**src/rtl/otter_muldiv_pkg.sv**
```systemverilog
// otter_muldiv_pkg
// Shared types and constants for the OTTER RV32M multiply/divide unit.
// Contents:
//   funct3_e    - M-extension operation encoding (FUNCT3 field)
//   state_e     - controller states (IDLE, CALC, FIX)
//   ITER        - datapath iterations per multiply/divide
//   DIV_ZERO_Q  - quotient returned for a zero divisor
//   INT_MIN     - most negative 32-bit value (signed overflow operand/result)
//   signed_a / signed_b / is_div - operand signedness and op class helpers
package otter_muldiv_pkg;

  localparam int unsigned ITER       = 32;
  localparam logic [31:0] DIV_ZERO_Q = 32'hFFFF_FFFF;
  localparam logic [31:0] INT_MIN    = 32'h8000_0000;

  typedef enum logic [2:0] {
    F_MUL    = 3'b000,
    F_MULH   = 3'b001,
    F_MULHSU = 3'b010,
    F_MULHU  = 3'b011,
    F_DIV    = 3'b100,
    F_DIVU   = 3'b101,
    F_REM    = 3'b110,
    F_REMU   = 3'b111
  } funct3_e;

  typedef enum logic [1:0] {
    S_IDLE = 2'd0,
    S_CALC = 2'd1,
    S_FIX  = 2'd2
  } state_e;

  // RS1 is unsigned only for the fully unsigned ops.
  function automatic logic signed_a(input funct3_e f);
    return !(f inside {F_MULHU, F_DIVU, F_REMU});
  endfunction

  // RS2 is additionally unsigned for MULHSU.
  function automatic logic signed_b(input funct3_e f);
    return !(f inside {F_MULHU, F_DIVU, F_REMU, F_MULHSU});
  endfunction

  function automatic logic is_div(input funct3_e f);
    return f inside {F_DIV, F_DIVU, F_REM, F_REMU};
  endfunction

endpackage

```
**src/rtl/otter_muldiv_fixup.sv**
```systemverilog
// otter_muldiv_fixup
// Combinational sign correction and result selection, evaluated while the
// controller sits in FIX. The iterative datapath only ever works on operand
// magnitudes; this block restores the signs and picks the architectural word.
// Ports:
//   op        in  funct3_e  latched operation
//   neg_a     in  1         RS1 was treated as signed and was negative
//   neg_b     in  1         RS2 was treated as signed and was negative
//   div_zero  in  1         divide with a zero divisor
//   div_ovf   in  1         signed divide INT_MIN / -1
//   prod      in  64        unsigned product of magnitudes
//   quot      in  32        unsigned quotient of magnitudes
//   rem       in  32        unsigned remainder of magnitudes
//   mag_a     in  32        magnitude of RS1 (dividend for the zero-divisor case)
//   result    out 32        final RV32M result
module otter_muldiv_fixup
  import otter_muldiv_pkg::*;
(
  input  funct3_e     op,
  input  logic        neg_a,
  input  logic        neg_b,
  input  logic        div_zero,
  input  logic        div_ovf,
  input  logic [63:0] prod,
  input  logic [31:0] quot,
  input  logic [31:0] rem,
  input  logic [31:0] mag_a,
  output logic [31:0] result
);

  logic        neg_res;
  logic [63:0] prod_s;
  logic [31:0] quot_s;
  logic [31:0] rem_s;
  logic [31:0] a_s;

  always_comb begin
    neg_res = neg_a ^ neg_b;
    prod_s  = neg_res ? -prod : prod;
    quot_s  = neg_res ? -quot : quot;
    // The remainder follows the dividend's sign.
    rem_s   = neg_a ? -rem : rem;
    // Re-signing the magnitude recovers the original RS1 bit pattern.
    a_s     = neg_a ? -mag_a : mag_a;

    result = '0;
    case (op)
      F_MUL:                     result = prod_s[31:0];
      F_MULH, F_MULHSU, F_MULHU: result = prod_s[63:32];
      F_DIV, F_DIVU: begin
        if (div_zero)     result = DIV_ZERO_Q;
        else if (div_ovf) result = INT_MIN;
        else              result = quot_s;
      end
      F_REM, F_REMU: begin
        if (div_zero)     result = a_s;
        else if (div_ovf) result = '0;
        else              result = rem_s;
      end
      default:           result = '0;
    endcase
  end

endmodule

```
**src/rtl/otter_muldiv.sv**
```systemverilog
// otter_muldiv
// Iterative RV32M multiply/divide unit. Radix-2 shift-add multiply and
// restoring divide on operand magnitudes, 32 iterations, followed by one
// FIX cycle that applies signs and registers the result.
// Ports:
//   CLK        in  1     system clock, rising edge
//   RST        in  1     synchronous active-high reset
//   START      in  1     operation request (sampled only while BUSY=0)
//   FUNCT3     in  3     M-extension operation select
//   OP_A       in  XLEN  RS1 value (multiplicand / dividend)
//   OP_B       in  XLEN  RS2 value (multiplier / divisor)
//   BUSY       out 1     unit occupied (state != IDLE)
//   DONE       out 1     one-cycle pulse, RESULT valid
//   RESULT     out XLEN  registered result, held until the next DONE
//   DBG_STATE  out 2     current controller state (state_e encoding)
//
// Handshake: a request is accepted on a rising edge where START=1 and
// BUSY=0; operands may change freely afterwards. BUSY then stays high until
// the edge that raises DONE. DONE is high for exactly one cycle with BUSY
// low, so a new START may be presented in the DONE cycle itself. START
// while BUSY=1 is dropped.
module otter_muldiv
  import otter_muldiv_pkg::*;
#(
  parameter int XLEN = 32
) (
  input  logic            CLK,
  input  logic            RST,
  input  logic            START,
  input  logic [2:0]      FUNCT3,
  input  logic [XLEN-1:0] OP_A,
  input  logic [XLEN-1:0] OP_B,
  output logic            BUSY,
  output logic            DONE,
  output logic [XLEN-1:0] RESULT,
  output logic [1:0]      DBG_STATE
);

  // Controller
  state_e state_q, state_d;
  logic   accept, calc_en, fix_en;

  // Latched operation and operand info
  funct3_e     op_q;
  logic        neg_a_q, neg_b_q;
  logic        div_zero_q, div_ovf_q;
  logic [31:0] mag_a_q, mag_b_q;
  logic [5:0]  cnt_q;

  // Datapath: acc holds {product hi, multiplier/product lo} for multiply,
  // and the dividend-shifting-out / quotient-shifting-in word in its low
  // half for divide. rem_q is the partial remainder.
  logic [63:0] acc_q;
  logic [31:0] rem_q;

  logic        done_q;
  logic [31:0] result_q;

  // Input decode at acceptance
  funct3_e     in_op;
  logic        in_neg_a, in_neg_b;
  logic [31:0] in_mag_a, in_mag_b;
  logic        in_div_zero, in_div_ovf, fast_path;

  // Iteration step
  logic [32:0] mul_sum;
  logic [32:0] div_part;
  logic        div_ge;
  logic [31:0] div_diff;

  logic [31:0] fix_result;

  always_comb begin
    in_op       = funct3_e'(FUNCT3);
    in_neg_a    = signed_a(in_op) & OP_A[31];
    in_neg_b    = signed_b(in_op) & OP_B[31];
    in_mag_a    = in_neg_a ? -OP_A : OP_A;
    in_mag_b    = in_neg_b ? -OP_B : OP_B;
    in_div_zero = is_div(in_op) && (OP_B == '0);
    in_div_ovf  = (in_op inside {F_DIV, F_REM}) && (OP_A == INT_MIN) && (OP_B == '1);
    // Both special cases have fixed answers, so skip the iterations.
    fast_path   = in_div_zero | in_div_ovf;
  end

  // ---------------- FSM: state register ----------------
  always_ff @(posedge CLK) begin
    if (RST) state_q <= S_IDLE;
    else     state_q <= state_d;
  end

  // ---------------- FSM: next state ----------------
  always_comb begin
    state_d = state_q;
    case (state_q)
      S_IDLE: if (START) state_d = fast_path ? S_FIX : S_CALC;
      S_CALC: if (cnt_q == 6'(ITER - 1)) state_d = S_FIX;
      S_FIX:  state_d = S_IDLE;
      default: state_d = S_IDLE;
    endcase
  end

  // ---------------- FSM: outputs ----------------
  always_comb begin
    BUSY    = (state_q != S_IDLE);
    accept  = (state_q == S_IDLE) && START;
    calc_en = (state_q == S_CALC);
    fix_en  = (state_q == S_FIX);
  end

  assign DBG_STATE = state_q;

  // ---------------- Iteration step ----------------
  always_comb begin
    // Multiply: conditionally add multiplicand into the upper half; the
    // 33rd bit keeps the carry that the following right shift brings down.
    mul_sum  = {1'b0, acc_q[63:32]} + {1'b0, (acc_q[0] ? mag_a_q : 32'd0)};
    // Divide: shift the next dividend bit into a 33-bit partial remainder.
    div_part = {rem_q, acc_q[31]};
    div_ge   = (div_part >= {1'b0, mag_b_q});
    // When div_ge the difference is below the divisor, so 32 bits suffice.
    div_diff = div_part[31:0] - mag_b_q;
  end

  // ---------------- Datapath registers ----------------
  always_ff @(posedge CLK) begin
    if (RST) begin
      op_q       <= F_MUL;
      neg_a_q    <= 1'b0;
      neg_b_q    <= 1'b0;
      div_zero_q <= 1'b0;
      div_ovf_q  <= 1'b0;
      mag_a_q    <= '0;
      mag_b_q    <= '0;
      cnt_q      <= '0;
      acc_q      <= '0;
      rem_q      <= '0;
      done_q     <= 1'b0;
      result_q   <= '0;
    end else begin
      done_q <= fix_en;

      if (accept) begin
        op_q       <= in_op;
        neg_a_q    <= in_neg_a;
        neg_b_q    <= in_neg_b;
        div_zero_q <= in_div_zero;
        div_ovf_q  <= in_div_ovf;
        mag_a_q    <= in_mag_a;
        mag_b_q    <= in_mag_b;
        cnt_q      <= '0;
        acc_q      <= {32'd0, (is_div(in_op) ? in_mag_a : in_mag_b)};
        rem_q      <= '0;
      end

      if (calc_en) begin
        cnt_q <= cnt_q + 6'd1;
        if (is_div(op_q)) begin
          rem_q <= div_ge ? div_diff : div_part[31:0];
          acc_q <= {acc_q[63:32], acc_q[30:0], div_ge};
        end else begin
          acc_q <= {mul_sum, acc_q[31:1]};
        end
      end

      if (fix_en) result_q <= fix_result;
    end
  end

  otter_muldiv_fixup u_fixup (
    .op       (op_q),
    .neg_a    (neg_a_q),
    .neg_b    (neg_b_q),
    .div_zero (div_zero_q),
    .div_ovf  (div_ovf_q),
    .prod     (acc_q),
    .quot     (acc_q[31:0]),
    .rem      (rem_q),
    .mag_a    (mag_a_q),
    .result   (fix_result)
  );

  assign DONE   = done_q;
  assign RESULT = result_q;

endmodule

```
**config.mk**
```make
export PLATFORM = sky130hd
export DESIGN_NAME = otter_muldiv
export DESIGN_NICKNAME = d
export VERILOG_FILES = /design/src/rtl/otter_muldiv_pkg.sv /design/src/rtl/otter_muldiv_fixup.sv /design/src/rtl/otter_muldiv.sv
export SDC_FILE = /design/constraint.sdc
export NUM_CORES = 1
export LEC_CHECK = 0
export CAP_MARGIN = 20
export CORE_MARGIN = 5
export CORE_UTILIZATION = 45
export CTS_BUF_LIST = sky130_fd_sc_hd__clkbuf_4
export DETAILED_ROUTE_END_ITERATION = 6
export HOLD_SLACK_MARGIN = 0.06
export PLACE_DENSITY = 0.64
export SLEW_MARGIN = 40
export SYNTH_ARGS = -nofsm -noshare
export SYNTH_HDL_FRONTEND = slang
export SYNTH_HIERARCHICAL = 1
export SYNTH_SLANG_ARGS = --single-unit
```
**constraint.sdc**
```tcl
create_clock -name CLK -period 8.07 [get_ports CLK]
set_clock_uncertainty 0.15 [all_clocks]
set_input_delay 1.614 -clock CLK [delete_from_list [all_inputs] [get_ports CLK]]
set_output_delay 1.614 -clock CLK [all_outputs]
set_load 0.01 [all_outputs]
```
# ---- Yosys cells after proc, flatten, opt, wreduce, memory -nomap -nowiden
# Index checks and enable logic that the tools add are counted.
dict set report classes {
  eq_ne 21
  reduce_logical 21
  bitwise_logic 4
  magnitude_cmp 1
  add_sub_neg 9
  mux 26
}
# operator n
set op_table {}
lappend op_table {{two-way mux 32 bit} 15}
lappend op_table {{two-way mux 64 bit} 4}
lappend op_table {{negator 32 bit} 5}
lappend op_table {{one-hot mux 32 bit (4 select lines)} 1}
lappend op_table {{equality test 32 bit, second input constant} 2}
lappend op_table {{negator 64 bit} 1}
lappend op_table {{adder 32 x 32 -> 33 bit} 1}
lappend op_table {{>= comparator 33 x 32 -> 1 bit} 1}
lappend op_table {{logical NOT 32 bit} 1}
lappend op_table {{subtractor 32 bit} 1}
lappend op_table {{equality test 3 bit, second input constant} 8}
lappend op_table {{equality test 3 x 2 -> 1 bit, second input constant} 4}
lappend op_table {{two-way mux 6 bit} 2}
lappend op_table {{nonzero test 4 bit} 3}
lappend op_table {{adder 6 x 1 -> 6 bit, second input constant} 1}
lappend op_table {{equality test 6 x 5 -> 1 bit, second input constant} 1}
lappend op_table {{two-way mux 2 bit} 3}
lappend op_table {{nonzero test 2 bit} 3}
lappend op_table {{logical AND 1 bit} 4}
lappend op_table {{inequality test 2 bit, second input constant} 2}
lappend op_table {{one-hot mux 2 bit (2 select lines)} 1}
lappend op_table {{AND reduction 2 bit} 2}
lappend op_table {{OR reduction 2 bit} 2}
lappend op_table {{equality test 3 x 1 -> 1 bit, second input constant} 1}
lappend op_table {{other kinds (11)} 13}
dict set report totals {
  elab_cells 96
  out_inout_bits 36
  reg_bits 208
}

# ---- Longest topological paths before layout
dict set report logic_depth {
  depth_word 8
  ltp_mapped 14
  mapped_depth_nobuf 13
}

# ---- Hierarchy
# The synthesis kept the hierarchy.
# module seq_area_each_um2 area_each_um2 cells_each instances
set modules_own_cells {}
lappend modules_own_cells {otter_muldiv 4164.0 13070.0 1671 1}
lappend modules_own_cells {otter_muldiv_fixup 0.0 5426.5 824 1}

# ---- Worst setup path after synthesis
# Ideal clock, no wire load.
dict set report synth_path {
  kind {input to register}
  startpoint {in OP_B[1]}
  endpoint {reg acc_q[22]}
  setup_ns 0.115
  t_arrival_ns 4.289
  cell_stages 11
  n_path_buf 0
  path_slack_ns 3.516
  required_ns 7.805
  cell_sequence {inv_1 -> ha_1 -> or4b_4 -> or4b_4 -> or3_4 -> or4_4 -> o31ai_4 -> xor2_1 -> o22ai_1 -> o22ai_1 -> nor2_1}
}
dict set report synth_via {
  elab_chain_cells 5
}
# item line_no
set synth_rtl {}
lappend synth_rtl {{start, declared} otter_muldiv.sv:32} ;# input logic [XLEN-1:0] OP_B,
lappend synth_rtl {{negator 32 bit} otter_muldiv.sv:78} ;# in_mag_b = in_neg_b ? -OP_B : OP_B;
lappend synth_rtl {{two-way mux 32 bit} otter_muldiv.sv:78}
lappend synth_rtl {{two-way mux 32 bit} otter_muldiv.sv:151} ;# acc_q <= {32'd0, (is_div(in_op) ? in_mag_a : in_mag_b)};
lappend synth_rtl {{two-way mux 64 bit} otter_muldiv.sv:142} ;# if (accept) begin
lappend synth_rtl {{two-way mux 64 bit} otter_muldiv.sv:155} ;# if (calc_en) begin
lappend synth_rtl {{end signal, assigned} otter_muldiv.sv:151}
lappend synth_rtl {{end signal, assigned} otter_muldiv.sv:159} ;# acc_q <= {acc_q[63:32], acc_q[30:0], div_ge};
lappend synth_rtl {{end signal, assigned} otter_muldiv.sv:161} ;# acc_q <= {mul_sum, acc_q[31:1]};
lappend synth_rtl {{end, declared} otter_muldiv.sv:53} ;# logic [63:0] acc_q;
# Every way passes these cells. The select of a mux whose other input is x is not followed.
# A chain may end at the register's enable or synchronous reset.

# ---- Final worst setup path
dict set report layout_path {
  startpoint {in OP_B[0]}
  endpoint {reg acc_q[22]}
}
# The elaborated chain is that of the path after synthesis.

==> flow_summary.ini <==
[status]
status = completed

[detailed_routing]
routed_via_density = 6.45
routed_wl_um = 74900
ant_nets = 0
via_count = 20100
drt-initial-drc-count = 2422
wl_per_cell_um = 24.0
firstDrtPassIters = 6
drc = 0

[timing]
final.period_utilization = 0.560
hold_viol = 0
grt_setup_unrepaired = false
whs_ns = 0.302
fin_crit_ns = 4.52
max_freq_ghz = 0.221
finalSetupTns_ns = 0
setup_violations = 0
slew_headroom = 0.373
fin_ws_ns = 3.55
slew_viol_final = 0
worst_slew_pin_slew_ns = 0.932

[power]
p_seq_frac = 0.375
finalPower_mw = 3.33
p_clk_frac = 0.292
power_density_mw_per_mm2 = 162
p_switching_mw = 1.37
total_leakage_power_nw = 7.71
combPwrFrac = 0.333
max-vdd-ir-drop_mv = 0.130
p_int_mw = 1.96
p_sw_frac = 0.412

[floorplanning]
die_h_um = 213
die_x_um = 213
core_area_mm2 = 0.0407
dieArea_mm2 = 0.0453
initial_core_util = 0.454
rows = 74
io_pins = 106

[cells_and_area]
design_area_mm2 = 0.0206
nNetsFinal = 2688
final_cells = 3117
drive_gt1_frac = 0.0824
final_cell_mix = 277 x nor2_1, 235 x nand2_1, 205 x dfxtp_1
mostFrequentLayoutCell = nor2_1
final_core_util = 0.506
syn_to_final_growth_pct = 11.4

[setup_path]
r2r-start = acc_q[0]$_SDFFE_PP0P_
rr_worst_depth = 11
startpoint = OP_B[0]
critPathArrivalTime_ns = 5.08
r2r_slack_ns = 3.89
path_max_fanout = 5
start_kind = primary input
worstSetupPathType = in2reg
worstSetupEndpointType = flip-flop
required_ns = 8.63
r2r_end = RESULT[16]$_SDFFE_PP0P_

[clock_network]
cts-root-buf = clkbuf_4
clk_pin_slew_ns = 0.07
numCtsBuffers = 61
clock_latency_ns = 0.85
h-tree-depth = 2
clock-sinks = 208
post_cts_buffers = 0
cts_hold_buf = 0
cts_max_path_buffers = 3
cts_tree = yes
cts_resized = 0

[global_routing]
antenna_found_initial = 1
overflow = 0
grt_pass1_vias = 18600
grt_use_total = 0.321
grt_max_degree = 105
grt_pass1_wl_um = 113000

[placed_design]
io_buffers = 105
placedCellCount = 3013
dpl_cell_area_mm2 = 0.0199
dp_hpwl_um = 56400
place_congestion = 1.00
dp_slack_ns = 2.70

[synth]
postSynthAreaPerCell_um2 = 7.41
async_flop_share = 0
synth_cell_types = 93
yosysWarnings = 6
syn_inst = 2495
yosysSeqAreaShare = 0.225
yosys_register_bits = 208
synth_edf_count = 0
syn_nets = 2639
syn_area_mm2 = 0.0185
ys.flop_type = dfxtp_1

[worst_hold_path]
hold_class = reg2reg
min_from = RESULT[13]$_SDFFE_PP0P_
min_to = RESULT[13]$_SDFFE_PP0P_
min_delay_path_depth = 2

[run]
drv_cap = 0
cell usage after synthesis (8+ instances only):
library cell,instances,area share
a211oi_1,97,0.039
a21o_1,26,0.011
a21oi_1,198,0.054
a221oi_1,9,0.0043
a22o_1,16,0.0076
a22oi_1,40,0.016
a31oi_1,32,0.011
a32oi_1,13,0.0062
and2_1,46,0.016
and3_1,12,0.0041
buf_1,13,0.0026
clkbuf_1,121,0.025
dfxtp_1,208,0.23
ha_1,72,0.049
inv_1,76,0.015
mux2_2,15,0.0091
mux2i_1,62,0.034
nand2_1,235,0.048
nand2b_1,14,0.0047
nand3_1,40,0.011
nand4_1,35,0.012
nor2_1,278,0.056
nor2b_1,13,0.0044
nor3_1,77,0.021
nor4_1,38,0.013
o211ai_1,20,0.0081
o21a_1,11,0.0045
o21ai_0,144,0.039
o21bai_1,10,0.0041
o221ai_1,13,0.0062
o22ai_1,19,0.0064
o31ai_1,41,0.017
o41ai_1,13,0.0062
o41ai_2,8,0.0070
or2_2,12,0.0041
or3_1,33,0.011
or4_1,28,0.011
xnor2_1,123,0.058
xor2_1,100,0.047
layer usage:
layer / global-route usage / up-vias / share of wire
met5: 0.0172 / - / 0.0015
met4: 0.132 / 2 / 0.046
met3: 0.0788 / 207 / 0.10
met2: 0.479 / 1054 / 0.42
met1: 0.443 / 9463 / 0.43
li1: - / 9371 / -
sequential cells by signal, indices dropped and copies added, names as in the netlist, 2 cells and up:
name	count
cnt_q	6
rem_q	32
op_q	3
mag_b_q	32
DBG_STATE	2
RESULT	32
acc_q	64
mag_a_q	32
layout make-up:
| class | instances | area (um^2) |
|---|---|---|
| fillers | 4187 | 20100 |
| multi-input cells | 2059 | 13500 |
| flip-flops and latches | 208 | 4170 |
| repair buffers | 137 | 1290 |
| well taps | 532 | 666 |
| clock buffers | 83 | 623 |
| inverters | 77 | 289 |
| clock inverters | 20 | 95.1 |
| diodes | 1 | 2.50 |
cell families after synthesis:
family          after synthesis  share of synthesized area
xor+xnor                    223                      0.106
flops                       208                      0.225
mux                          78                     0.0433
fa+ha+maj                    74                     0.0509
compound gates              773                      0.278
simple gates                911                      0.245
buf+inv                     228                     0.0519
worst max-delay path by stage:
stage                        endpoint  slack, ns  cells after the start
2_1_floorplan  acc_q[22]$_SDFFE_PP0P_       3.52                     11
4_1_cts        acc_q[22]$_SDFFE_PP0P_       3.62                     12
3_3_place_gp   acc_q[22]$_SDFFE_PP0P_       2.78                     12
3_5_place_dp   acc_q[26]$_SDFFE_PP0P_       2.70                     13
5_1_grt        acc_q[26]$_SDFFE_PP0P_       3.39                     13
6_report       acc_q[22]$_SDFFE_PP0P_       3.55                     12
power groups by stage:
stage / clock (mW) / sequential, mW / combinational (mW)
after CTS: 1.00 / 1.24 / 1.07
after floorplan: 0 / 1.19 / 0.733
final: 0.972 / 1.25 / 1.11
after global routing: 1.06 / 1.25 / 1.19
after detailed placement: 0 / 1.26 / 1.07
after global placement: 0 / 1.26 / 1.06
worst max-delay path, cell delays in order:
cell             delay [ns]
clkdlybuf4s50_1        0.52
inv_1                  0.10
ha_1                   0.19
or4b_4                 0.49
or4b_4                 0.56
or3_4                  0.40
or4_4                  0.45
o31ai_4                0.19
xor2_1                 0.22
o22ai_1                0.13
o22ai_1                0.16
nor2_1                 0.05
(Power assumes the default switching activity.)
